## config.mk

```make
export PLATFORM = sky130hd
export DESIGN_NAME = dsi_lane_receiver
export DESIGN_NICKNAME = d
export VERILOG_FILES = /design/src/rtl/dsi_rx_pkg.sv /design/src/rtl/dsi_lp_filter.sv /design/src/rtl/dsi_lane_receiver.sv
export SDC_FILE = /design/constraint.sdc
export NUM_CORES = 1
export LEC_CHECK = 0
export ABC_AREA = 1
export CORE_ASPECT_RATIO = 0.9
export CORE_UTILIZATION = 25
export DETAILED_ROUTE_END_ITERATION = 8
export GPL_TIMING_DRIVEN = 0
export SYNTH_ARGS = -nofsm -noshare
export SYNTH_HDL_FRONTEND = slang
export SYNTH_SLANG_ARGS = --single-unit
```

## constraint.sdc

```tcl
create_clock -name clk_sys -period 1.5 [get_ports clk_sys]
set_input_delay 0.3 -clock clk_sys [delete_from_list [all_inputs] [get_ports clk_sys]]
set_output_delay 0.3 -clock clk_sys [all_outputs]
set_load 0.1 [all_outputs]
```

## src/rtl/dsi_rx_pkg.sv

```systemverilog
// Shared types and constants for the D-PHY data-lane receiver.
// FSM state encoding, SoT sync byte, LP pair codes and a near-sync helper.
package dsi_rx_pkg;

   typedef enum logic [2:0] {
      ST_IDLE      = 3'd0,
      ST_STOP      = 3'd1,
      ST_HS_RQST   = 3'd2,
      ST_HS_SYNC   = 3'd3,
      ST_HS_DATA   = 3'd4,
      ST_ESC_WAIT  = 3'd5,
      ST_WAIT_STOP = 3'd6
   } state_t;

   localparam logic [7:0] SYNC_BYTE = 8'hB8;

   // LP pair codes, ordered {p, n}
   localparam logic [1:0] LP_STOP    = 2'b11;
   localparam logic [1:0] LP_HS_RQST = 2'b01;
   localparam logic [1:0] LP_BRIDGE  = 2'b00;
   localparam logic [1:0] LP_LP_RQST = 2'b10;

   // True when b is within Hamming distance 1 of the sync byte (exact included)
   function automatic logic near_sync(input logic [7:0] b);
      logic [7:0] x;
      logic [3:0] ones;
      x    = b ^ SYNC_BYTE;
      ones = 4'd0;
      for (int i = 0; i < 8; i++) begin
         ones = ones + {3'b000, x[i]};
      end
      return (ones <= 4'd1);
   endfunction

endpackage

```

## src/rtl/dsi_lp_filter.sv

```systemverilog
// Debounce for the LP line pair: a new pair value is accepted only after it
// has held for LP_FILTER consecutive cycles; shorter glitches are dropped.
module dsi_lp_filter #(
   parameter int LP_FILTER = 2
) (
   input  logic       clk_sys,
   input  logic       rst,
   input  logic [1:0] lp_raw,
   output logic [1:0] lp_filt
);

   logic [1:0] acc_q, acc_d;
   logic [1:0] cand_q, cand_d;
   logic [3:0] cnt_q, cnt_d;

   always_comb begin
      acc_d  = acc_q;
      cand_d = cand_q;
      cnt_d  = cnt_q;
      if (lp_raw == acc_q) begin
         cnt_d = 4'd0;
      end else begin
         if (lp_raw == cand_q) begin
            cnt_d = cnt_q + 4'd1;
         end else begin
            cand_d = lp_raw;
            cnt_d  = 4'd1;
         end
         if (cnt_d >= 4'(LP_FILTER)) begin
            acc_d = lp_raw;
            cnt_d = 4'd0;
         end
      end
   end

   always_ff @(posedge clk_sys) begin
      if (rst) begin
         acc_q  <= 2'b00;
         cand_q <= 2'b00;
         cnt_q  <= 4'd0;
      end else begin
         acc_q  <= acc_d;
         cand_q <= cand_d;
         cnt_q  <= cnt_d;
      end
   end

   assign lp_filt = acc_q;

endmodule

```

## src/rtl/dsi_lane_receiver.sv

```systemverilog
// Single-lane D-PHY data-lane receiver: LP HS-entry detection, SoT sync search
// at any bit offset, byte-aligned payload. Define DSI_RX_SOT_TOLERANT_EN to accept 1-bit-error sync.
module dsi_lane_receiver
   import dsi_rx_pkg::*;
#(
   parameter int LP_FILTER    = 2,
   parameter int SYNC_TIMEOUT = 64
) (
   input  logic       clk_sys,
   input  logic       rst,
   input  logic       enable,
   input  logic [7:0] hs_lane_input,
   input  logic       lp_p_input,
   input  logic       lp_n_input,
   output logic [7:0] out_data,
   output logic       out_valid,
   output logic       out_sot,
   output logic       out_eot,
   output logic       sot_error,
   output logic       sot_soft_error,
   output logic       active,
   output state_t     state_dbg
);

   localparam int CW = $clog2(SYNC_TIMEOUT + 1);

   logic [1:0]  lp;
   logic [15:0] window;
   state_t      state_q, state_d;
   logic [7:0]  prev_q;
   logic [2:0]  off_q, off_d;
   logic [CW-1:0] cnt_q, cnt_d;
   logic        first_q, first_d;
   logic        soft_pend_q, soft_pend_d;
   logic [7:0]  data_q, data_d;
   logic        valid_q, valid_d;
   logic        sot_q, sot_d;
   logic        eot_q, eot_d;
   logic        err_q, err_d;
   logic        soft_q, soft_d;

   logic        exact_hit;
   logic [2:0]  exact_off;
   logic        match_hit;
   logic [2:0]  match_off;
   logic        match_soft;

   dsi_lp_filter #(.LP_FILTER(LP_FILTER)) u_lp_filter (
      .clk_sys (clk_sys),
      .rst     (rst),
      .lp_raw  ({lp_p_input, lp_n_input}),
      .lp_filt (lp)
   );

   assign window = {hs_lane_input, prev_q};

   // Descending scan so the lowest matching offset is the one that sticks
   always_comb begin
      exact_hit = 1'b0;
      exact_off = 3'd0;
      for (int k = 7; k >= 0; k--) begin
         if (window[k +: 8] == SYNC_BYTE) begin
            exact_hit = 1'b1;
            exact_off = 3'(k);
         end
      end
   end

`ifdef DSI_RX_SOT_TOLERANT_EN
   logic       near_hit;
   logic [2:0] near_off;

   always_comb begin
      near_hit = 1'b0;
      near_off = 3'd0;
      for (int k = 7; k >= 0; k--) begin
         if (near_sync(window[k +: 8])) begin
            near_hit = 1'b1;
            near_off = 3'(k);
         end
      end
   end

   // An exact match anywhere in the window beats a 1-bit match at a lower offset
   assign match_hit  = exact_hit | near_hit;
   assign match_off  = exact_hit ? exact_off : near_off;
   assign match_soft = ~exact_hit & near_hit;
`else
   assign match_hit  = exact_hit;
   assign match_off  = exact_off;
   assign match_soft = 1'b0;
`endif

   always_comb begin
      state_d     = state_q;
      off_d       = off_q;
      cnt_d       = cnt_q;
      first_d     = first_q;
      soft_pend_d = soft_pend_q;
      data_d      = data_q;
      valid_d     = 1'b0;
      sot_d       = 1'b0;
      eot_d       = 1'b0;
      err_d       = 1'b0;
      soft_d      = 1'b0;

      case (state_q)
         ST_IDLE: begin
            if (lp == LP_STOP) state_d = ST_STOP;
         end
         ST_STOP: begin
            if (lp == LP_HS_RQST)      state_d = ST_HS_RQST;
            else if (lp == LP_LP_RQST) state_d = ST_ESC_WAIT;
         end
         ST_HS_RQST: begin
            if (lp == LP_BRIDGE) begin
               state_d = ST_HS_SYNC;
               cnt_d   = '0;
            end else if (lp == LP_STOP) begin
               state_d = ST_STOP;
            end else if (lp == LP_LP_RQST) begin
               state_d = ST_ESC_WAIT;
            end
         end
         ST_HS_SYNC: begin
            if (lp == LP_STOP) begin
               state_d = ST_STOP;
            end else if (match_hit) begin
               state_d     = ST_HS_DATA;
               off_d       = match_off;
               first_d     = 1'b1;
               soft_pend_d = match_soft;
            end else begin
               if (cnt_q != CW'(SYNC_TIMEOUT)) cnt_d = cnt_q + 1'b1;
               if (cnt_d == CW'(SYNC_TIMEOUT)) begin
                  err_d   = 1'b1;
                  state_d = ST_WAIT_STOP;
               end
            end
         end
         ST_HS_DATA: begin
            if (lp == LP_STOP) begin
               eot_d   = 1'b1;
               state_d = ST_STOP;
            end else begin
               valid_d     = 1'b1;
               data_d      = window[off_q +: 8];
               sot_d       = first_q;
               soft_d      = first_q & soft_pend_q;
               first_d     = 1'b0;
               soft_pend_d = 1'b0;
            end
         end
         ST_ESC_WAIT, ST_WAIT_STOP: begin
            if (lp == LP_STOP) state_d = ST_STOP;
         end
         default: state_d = ST_IDLE;
      endcase

      // Receiver disable aborts silently from any state
      if (!enable) begin
         state_d = ST_IDLE;
         valid_d = 1'b0;
         sot_d   = 1'b0;
         eot_d   = 1'b0;
         err_d   = 1'b0;
         soft_d  = 1'b0;
      end
   end

   always_ff @(posedge clk_sys) begin
      if (rst) begin
         state_q     <= ST_IDLE;
         prev_q      <= 8'd0;
         off_q       <= 3'd0;
         cnt_q       <= '0;
         first_q     <= 1'b0;
         soft_pend_q <= 1'b0;
         data_q      <= 8'd0;
         valid_q     <= 1'b0;
         sot_q       <= 1'b0;
         eot_q       <= 1'b0;
         err_q       <= 1'b0;
         soft_q      <= 1'b0;
      end else begin
         state_q     <= state_d;
         prev_q      <= hs_lane_input;
         off_q       <= off_d;
         cnt_q       <= cnt_d;
         first_q     <= first_d;
         soft_pend_q <= soft_pend_d;
         data_q      <= data_d;
         valid_q     <= valid_d;
         sot_q       <= sot_d;
         eot_q       <= eot_d;
         err_q       <= err_d;
         soft_q      <= soft_d;
      end
   end

   assign out_data       = data_q;
   assign out_valid      = valid_q;
   assign out_sot        = sot_q;
   assign out_eot        = eot_q;
   assign sot_error      = err_q;
   assign sot_soft_error = soft_q;
   assign active         = (state_q == ST_HS_SYNC) || (state_q == ST_HS_DATA);
   assign state_dbg      = state_q;

endmodule
```

# Word level (Yosys, flattened, before mapping)
# Index checks and enable logic that the tools add are counted.
[op_classes] addsub=2 eq_ne=28 n_reduce_logical=18 order_cmp=1 muxes=45 shift=1 n_div=0 bitwise_logic=7 mul=0
[ops] operator="8-bit equality test, second input constant" count=8
[ops] operator="7-bit 2-to-1 mux" count=7
[ops] operator="3-bit 2-to-1 mux" count=16
[ops] operator="1-bit 2-to-1 mux" count=16
[ops] operator="16-bit by 4-bit variable part select with 8-bit output" count=1
[ops] operator="7-bit case mux with 2 select lines" count=1
[ops] operator="3-bit case mux with 4 select lines" count=1
[ops] operator="2-bit inequality test, second input constant" count=5
[ops] operator="3-bit equality test, second input constant" count=3
[ops] operator="4-bit 2-to-1 mux" count=2
[ops] operator="2-bit AND reduction" count=4
[ops] operator="4-bit AND reduction" count=2
[ops] operator="4-bit OR reduction" count=2
[ops] operator="7-bit by 1-bit adder with 7-bit output, second input constant" count=1
[ops] operator="7-bit equality test, second input constant" count=1
[ops] operator="7-bit inequality test, second input constant" count=1
[ops] operator="3-bit by 2-bit equality test with 1-bit output, second input constant" count=2
[ops] operator="1-bit NOT" count=6
[ops] operator="3-bit OR reduction" count=2
[ops] operator="5-bit OR reduction" count=1
[ops] operator="4-bit by 1-bit adder with 4-bit output, second input constant" count=1
[ops] operator="2-bit equality test" count=2
[ops] operator="2-bit equality test, second input constant" count=2
[ops] operator="4-bit by 2-bit greater-or-equal comparator with 1-bit output, second input constant" count=1
[ops] operator="other kinds (12)" count=14
[word_totals] latch_bits=0 output_inout_bits=17 in_bits=13 n_memories=0 register_bits=44 elab_cells=117 ramBits=0 mem_bits_ro=0

# Depth between registers and ports, before layout
# Gate-level depths: netlist (run 1).
[logic_depth] word_depth=17 depth_mapped=14 ltp_nobuf=14

# By module
# A second synthesis (run 1) with hierarchy kept.
[hier_totals] hier_cells=397 hier_area_um2=2516.2
[by_module_without_submodules] module="dsi_lane_receiver" instances=1 cells_each=344 seq_area_each_um2=680.7 area_per_inst_um2=2125.8
[by_module_without_submodules] module="dsi_lp_filter" instances=1 cells_each=53 seq_area_each_um2=160.2 area_per_inst_um2=390.4

# Worst setup path after synthesis (run 1)
# Ideal clock, no wire load.
[synth_path] path_kind="reg-to-output" startpoint="register state_q[0] (netlist: state_dbg[0])" endpoint="output port active" stages_incl_launch_ff=5 t_arrival_ns=2.138 n_path_buf=0 required_time_ns=1.200 path_slack_ns=-0.938 cell_sequence="dfxtp_1 -> nand2_2 -> nor2_8 -> inv_4 -> nand2_1"
[synth_between] elab_chain_len=2 elab_cells_between_ends=3 cone_classes="eq/ne (2); reduce/logical (1)"
[synth_rtl] item="start: declaration" line_no="dsi_lane_receiver.sv:29" text="state_t state_q, state_d;"
[synth_rtl] item="start signal: assignment" line_no="dsi_lane_receiver.sv:186" text="state_q <= state_d;"
[synth_rtl] item="3-bit by 2-bit equality test with 1-bit output / 3-bit equality test (equally long branches)" line_no="dsi_lane_receiver.sv:207" text="assign active = (state_q == ST_HS_SYNC) || (state_q == ST_HS_DATA);"
[synth_rtl] item="1-bit logical OR (*)" line_no="dsi_lane_receiver.sv:207"
[synth_rtl] item="end: declaration" line_no="dsi_lane_receiver.sv:21" text="output logic active,"
# Mark *: on every way between the ends. The rest lies on a longest branch, timed or not.

# Worst setup path in the final report (run 1)
[layout_path] startpoint="register cnt_q[0]" endpoint="register state_q[1] (netlist: state_dbg[1])"
[layout_between] elab_chain_len=8 elab_cells_between_ends=9 cone_classes="add/sub (1); eq/ne (3); mux (4); reduce/logical (1)"
[layout_rtl] item="start: declaration" line_no="dsi_lane_receiver.sv:32" text="logic [CW-1:0] cnt_q, cnt_d;"
[layout_rtl] item="start signal: assignment" line_no="dsi_lane_receiver.sv:189" text="cnt_q <= cnt_d;"
[layout_rtl] item="7-bit by 1-bit adder with 7-bit output / 7-bit inequality test (equally long branches)" line_no="dsi_lane_receiver.sv:134" text="if (cnt_q != CW'(SYNC_TIMEOUT)) cnt_d = cnt_q + 1'b1;"
[layout_rtl] item="7-bit 2-to-1 mux (*)" line_no="dsi_lane_receiver.sv:134"
[layout_rtl] item="7-bit 2-to-1 mux (*)" line_no="dsi_lane_receiver.sv:128" text="end else if (match_hit) begin"
[layout_rtl] item="7-bit 2-to-1 mux (*)" line_no="dsi_lane_receiver.sv:126" text="if (lp == LP_STOP) begin"
[layout_rtl] item="7-bit 2-to-1 mux (*)" line_no="dsi_lane_receiver.sv:107" text="case (state_q)"
[layout_rtl] item="7-bit equality test (*)" line_no="dsi_lane_receiver.sv:135" text="if (cnt_d == CW'(SYNC_TIMEOUT)) begin"
[layout_rtl] item="4-bit inequality test (no source line) (*)"
[layout_rtl] item="2-bit AND reduction (no source line) (*)"
# Mark *: on every way between the ends. The rest lies on a longest branch, timed or not. The select of a mux whose other input is x is not followed.
# A chain may end at the register's enable or synchronous reset.

==> results.yml, run 1 <==
detailed_routing:
  vias: 2587
  first_iter_violations: 186
  drc: 0
  antenna_left: 0
  avgRoutedWirePerCell_um: 11.5
  drtPass1Iterations: 4
  routed_via_density: 4.48
  routed_wl_mm: 6.62
sta:
  fin_crit_ps: 1630
  period_share_pct: 109
  finalMaxSlewViolations: 0
  fmax_mhz: 613
  whs_ps: 292
  clock_skew_ps: 2.16
  slew_headroom_pct: 64.0
  worst_pin_slew_ps: 543
  fin_setup_tns_ps: -448
  setup_slack_ps: -133
  setup_viol: 5
  hold_viol: 0
  rsz0062_at_grt: "true"
grt:
  grt_pass1_vias: 2225
  antenna_found_initial: 0
  grt_pass1_wl_mm: 10.4
  grt_max_degree: 14
  grt_overflow: 0
  grt_use_total_pct: 12.3
floorplanning:
  num_rows: 34
  pin_count: 30
  die-height_um: 97.6
  die_x_um: 108
  dieArea_mm2: 0.0106
  core_mm2: 0.00974
  start_util_pct: 26.0
pwr:
  swShare_pct: 35.5
  p_int_mw: 1.98
  pwr-share-seq_pct: 42.1
  power_frac_clock_pct: 29.9
  powerDensity_mw_per_mm2: 885
  combPwrFrac_pct: 28.0
  leakagePower_nw: 1.57
  vdd_drop_max_mv: 0.410
  p_switching_mw: 1.09
synth:
  avgSynthCellArea_um2: 6.50
  synth_cell_types: 36
  netlist_area_mm2: 0.00254
  yosys_warnings: 0
  synth_top_area_share_pct: 33.2
  yosysSeqAreaShare_pct: 33.2
  netlist_instances: 390
  synth_area_leaders: "dfxtp_1, nand2_1, nor2_1, inv_1, nand3_1"
  synth-seq-cells: 42
  yosysTopAreaCell: "dfxtp_1"
cells_and_area:
  syn2layout_area_growth_pct: 36.6
  stdcell_area_mm2: 0.00346
  drive_gt1_share_pct: 31.3
  diodes: 0
  finalCoreUtilization_pct: 35.6
  nets: 466
place:
  dp_slack_ps: -719
  dpl_cell_area_mm2: 0.00301
  portBuffers: 28
  dpl.hpwl_mm: 4.76
  gp_congestion: 0.860
worst_setup_path:
  criticalPathCategory: "flip-flop to flip-flop"
  startpoint_type: "flip-flop"
  worstSetupEndpointType: "flip-flop"
  cp_max_fo: 5
  arrival_ps: 1880
  required_ps: 1750
clock_tree:
  cts-root-buf: "clkbuf_8"
  numCtsBuffers: 5
  cts.path.max_buffers: 2
  tritoncts: "done"
  cts.sinks: 42
  cts-htree-levels: 2
  cts.clk_slew.worst_paths_ps: 80
  insertion_delay_ps: 300
status:
  violations: "negative setup slack"
  status: "complete, but fails checks"
run:
  cap_violations: 0
hold_path:
  hp-class: "primary input to flip-flop"
## cells by family (layout without fill, tap and decap cells)
| kind of cell | Yosys count | count (layout) | synth area share [%] |
|---|---|---|---|
| muxes | 1 | 1 | 0.395 |
| and+or+nand+nor | 207 | 207 | 37.4 |
| adders and majority gates | 3 | 3 | 1.48 |
| other | 1 | 4 | 0.148 |
| DFF | 42 | 42 | 33.2 |
| buffers and inverters | 68 | 126 | 11.3 |
| AOI/OAI and AO/OA | 63 | 63 | 14.4 |
| xor gates and xnor gates | 5 | 5 | 1.73 |
## critical path, cell delays in order (launching register included)
cell     delay [ps]
dfxtp_4         380
inv_4            60
ha_4            120
inv_2            30
nor2_1           90
nand3_1         110
nand2_1          90
nand3_1         100
nor2_2          160
nand2_2          90
nand2_4         110
nand2_4          60
nand2_2          70
nand2_2          40
nor2_2           60
## worst paths after layout
check                        start      endpoint  slack [ps]  cells past startpoint
setup / recovery          cnt_q[0]  state_dbg[1]        -130                     14
setup reg to reg          cnt_q[0]  state_dbg[1]        -130                     14
hold reg to reg            first_q       first_q         470                      2
hold / removal    hs_lane_input[6]     prev_q[6]         290                      3
## state kept, by name, summed over array words and instances (netlist names), 2 cells and up
signal,count
cnt_q,7
off_q,3
out_data,8
prev_q,8
state_dbg,3
u_lp_filter.cand_q,2
u_lp_filter.cnt_q,4
u_lp_filter.lp_filt,2
## cell usage in the layout, fill, tap and decap left out, drive strengths merged
cell,netlist,routed
clkbuf,5,11
clkdlybuf4s50,0,4
bufinv,0,1
buf,8,45
nand2,114,114
xor2,2,2
mux2i,1,1
nand3,27,27
a21oi,18,18
a41oi,1,1
clkdlybuf4s15,0,3
conb,1,4
clkinvlp,0,1
o211ai,13,13
xnor2,3,3
a211oi,2,2
ha,3,3
nand4,2,2
dlymetal6s2s,0,2
inv,54,55
o21ai,28,28
and3,1,1
dfxtp,42,42
nor3,4,4
dlygate4sd2,0,4
nor4,1,1
nor2,58,58
o221ai,1,1
## repair_timing
item                       4_1_cts  5_1_grt
setup buffers                    2       21
pin swaps                       10       28
cloned                           0        1
hold buffers                     0        0
resized for setup               95       74
setup endpoints to repair       34       30
## layer usage
| metal | GRT usage, % | wire length (um) | vias up |
|---|---|---|---|
| li1 | - | - | 1357 |
| met5 | 0 | 0 | - |
| met4 | 4.85 | 149 | 0 |
| met2 | 18.2 | 2990 | 49 |
| met3 | 1.95 | 218 | 11 |
| met1 | 17.5 | 3260 | 1170 |
## power by group through the flow
stage	clock, mW	combinational (mW)	sequential, mW
floorplan	0	0.408	1.47
global placement	0	0.759	1.30
detailed placement	0	0.770	1.31
CTS	0.931	0.778	1.28
global route	0.984	0.937	1.30
finish	0.916	0.859	1.29
## through the flow
| step | cells | power (mW) |
|---|---|---|
| 6_report | 577 | 3.07 |
| 5_1_grt | 577 | 3.23 |
| 4_1_cts | 556 | 2.99 |
| 3_5_place_dp | 547 | 2.08 |
| 3_3_place_gp | 547 | 2.06 |
| 2_1_floorplan | 393 | 1.88 |
## cell type report
type | count | area (um^2)
fill | 1005 | 6280
sequential | 42 | 882
multi-input combinational | 283 | 1590
timing repair buffer | 52 | 424
clock inverter | 2 | 36.3
buffer | 11 | 76.3
clock buffer | 6 | 72.6
inverter | 55 | 228
tap | 126 | 158
## cell usage after synthesis (all sizes together)
library cell	n
nand2	114
nor2	58
inv	54
dfxtp	42
o21ai	28
nand3	27
a21oi	18
o211ai	13
buf	8
clkbuf	5
nor3	4
ha	3
xnor2	3
a211oi	2
nand4	2
xor2	2
a41oi	1
and3	1
clkinv	1
conb	1
mux2i	1
nor4	1
o221ai	1
(Power assumes the default switching activity.)
==> inputs of run 2 (changes only) <==
- SKIP_LAST_GASP: not set -> 1
==> results.yml, run 2 (synthesized netlist as in run 1, its figures left out) <==
detailed_routing:
  vias: 2558
  avgRoutedWirePerCell_um: 11.5
  drc: 0
  antenna_left: 0
  routed_wl_mm: 6.57
  drtPass1Iterations: 4
  first_iter_violations: 189
  routed_via_density: 4.46
worst_setup_path:
  crit_chain: "inv_4 > ha_4 > inv_2 > nor2_1 > nand3_1 > nand2_1 > nand3_1 > nor2_2 > nand2_2 > nand2_4 > nand2_4 > nand2_2 > nand2_2 > nor2_2"
  cpMaxStageDelayCell: "dfxtp_4"
  crit_top_cell: "nand2_2"
  startpoint_type: "flip-flop"
  crit_family: "simple AND/OR/NAND/NOR gates"
  worstSetupEndpointType: "flip-flop"
  path_buf_inv: 2
  criticalPathCategory: "flip-flop to flip-flop"
  arrival_ps: 1880
  required_ps: 1750
  cp_max_fo: 5
  cp_slowest_stage_delay_ps: 380
sta:
  setup_slack_ps: -132
  fin_crit_ps: 1630
  worst_pin_slew_ps: 543
  fin_setup_tns_ps: -451
  slew_headroom_pct: 64.0
  period_share_pct: 109
  hold_viol: 0
  rsz0062_at_grt: "true"
  fmax_mhz: 613
  setup_viol: 5
  whs_ps: 286
  clock_skew_ps: 1.43
  finalMaxSlewViolations: 0
pwr:
  swShare_pct: 35.6
  p_switching_mw: 1.09
  p_int_mw: 1.97
  leakagePower_nw: 1.55
  combPwrFrac_pct: 27.8
  vdd_drop_max_mv: 0.410
  power_frac_clock_pct: 29.9
  powerDensity_mw_per_mm2: 889
  pwr-share-seq_pct: 42.2
  power_mw: 3.06
place:
  dpl.hpwl_mm: 4.76
  portBuffers: 28
  gp_congestion: 0.860
floorplanning:
  die_x_um: 108
  core_mm2: 0.00974
  dieArea_mm2: 0.0106
  start_util_pct: 26.0
  pin_count: 30
  num_rows: 34
  die-height_um: 97.6
status:
  status: "complete, but fails checks"
  violations: "negative setup slack"
clock_tree:
  cts.path.max_buffers: 2
  insertion_delay_ps: 300
  cts.clk_slew.worst_paths_ps: 80
  numCtsBuffers: 5
  cts-root-buf: "clkbuf_8"
  cts-htree-levels: 2
  tritoncts: "done"
  cts.sinks: 42
grt:
  grt_pass1_wl_mm: 10.4
  antenna_found_initial: 0
  grt_use_total_pct: 12.3
  grt_overflow: 0
  grt_max_degree: 14
  grt_pass1_vias: 2227
cells_and_area:
  drive_gt1_share_pct: 31.1
  diodes: 0
  final_cell_mix: "nand2_1, inv_1, nor2_1"
  syn2layout_area_growth_pct: 35.5
  final_common_cell: "nand2_1"
  nets: 462
hold_path:
  hp-class: "primary input to flip-flop"
run:
  cap_violations: 0
## run 2: cell count changes in the layout (fill, tap and decap cells not counted), sizes merged
| cell | before | now |
|---|---|---|
| clkbuf | 11 | 12 |
| buf | 45 | 40 |
## run 2: path summary, 6_finish.rpt
path                    startpoint            to  slack, ps  cells after the start
hold reg to reg            first_q       first_q        470                      2
setup reg to reg          cnt_q[0]  state_dbg[1]       -130                     14
setup / recovery          cnt_q[0]  state_dbg[1]       -130                     14
hold / removal    hs_lane_input[6]     prev_q[6]        290                      3
## run 2: repair_timing
action | CTS | global route
cloned | 0 | 1
gates resized for setup | 91 | 80
buffers inserted | 2 | 17
endpoints found under the hold margin | 0 | 0
pin swaps | 10 | 27
endpoints found under the setup margin | 34 | 30
hold buffers | 0 | 0
## run 2: worst min-delay path: cells and delay by family
kind          cells  cell delay [ps]
simple gates      1               80
buf+inv           2              170
## run 2: cell type report
type	instances	area (um^2)
Fill cell	1013	6300
Multi-Input combinational cell	283	1590
Sequential cell	42	882
Timing Repair Buffer	48	394
Inverter	55	225
Tap cell	126	158
Buffer	11	77.6
Clock buffer	6	72.6
Clock inverter	2	36.3
## run 2: routing by layer
metal | up-vias | track usage (%) | wire length, um
met5 | - | 0 | 0
met4 | 0 | 4.85 | 149
met3 | 11 | 1.95 | 198
met2 | 45 | 18.2 | 2950
met1 | 1155 | 17.6 | 3270
li1 | 1347 | - | -
## run 2: power by group through the flow
stage | registers (mW) | logic, mW | clock network [mW]
CTS | 1.28 | 0.773 | 0.931
detailed placement | 1.31 | 0.770 | 0
global placement | 1.30 | 0.759 | 0
floorplan | 1.47 | 0.408 | 0
global route | 1.30 | 0.929 | 0.984
finish | 1.29 | 0.851 | 0.915
## run 2: through the flow
step                area [um^2]  setup WS (ps)  util [%]  cells
floorplan                  2570          -54.9         -    393
global placement           3010           -721      30.9    547
detailed placement         3010           -719      30.9    547
CTS                        3140           -210      32.3    556
global route               3440           -288      35.3    573
finish                     3440           -132      35.3    573
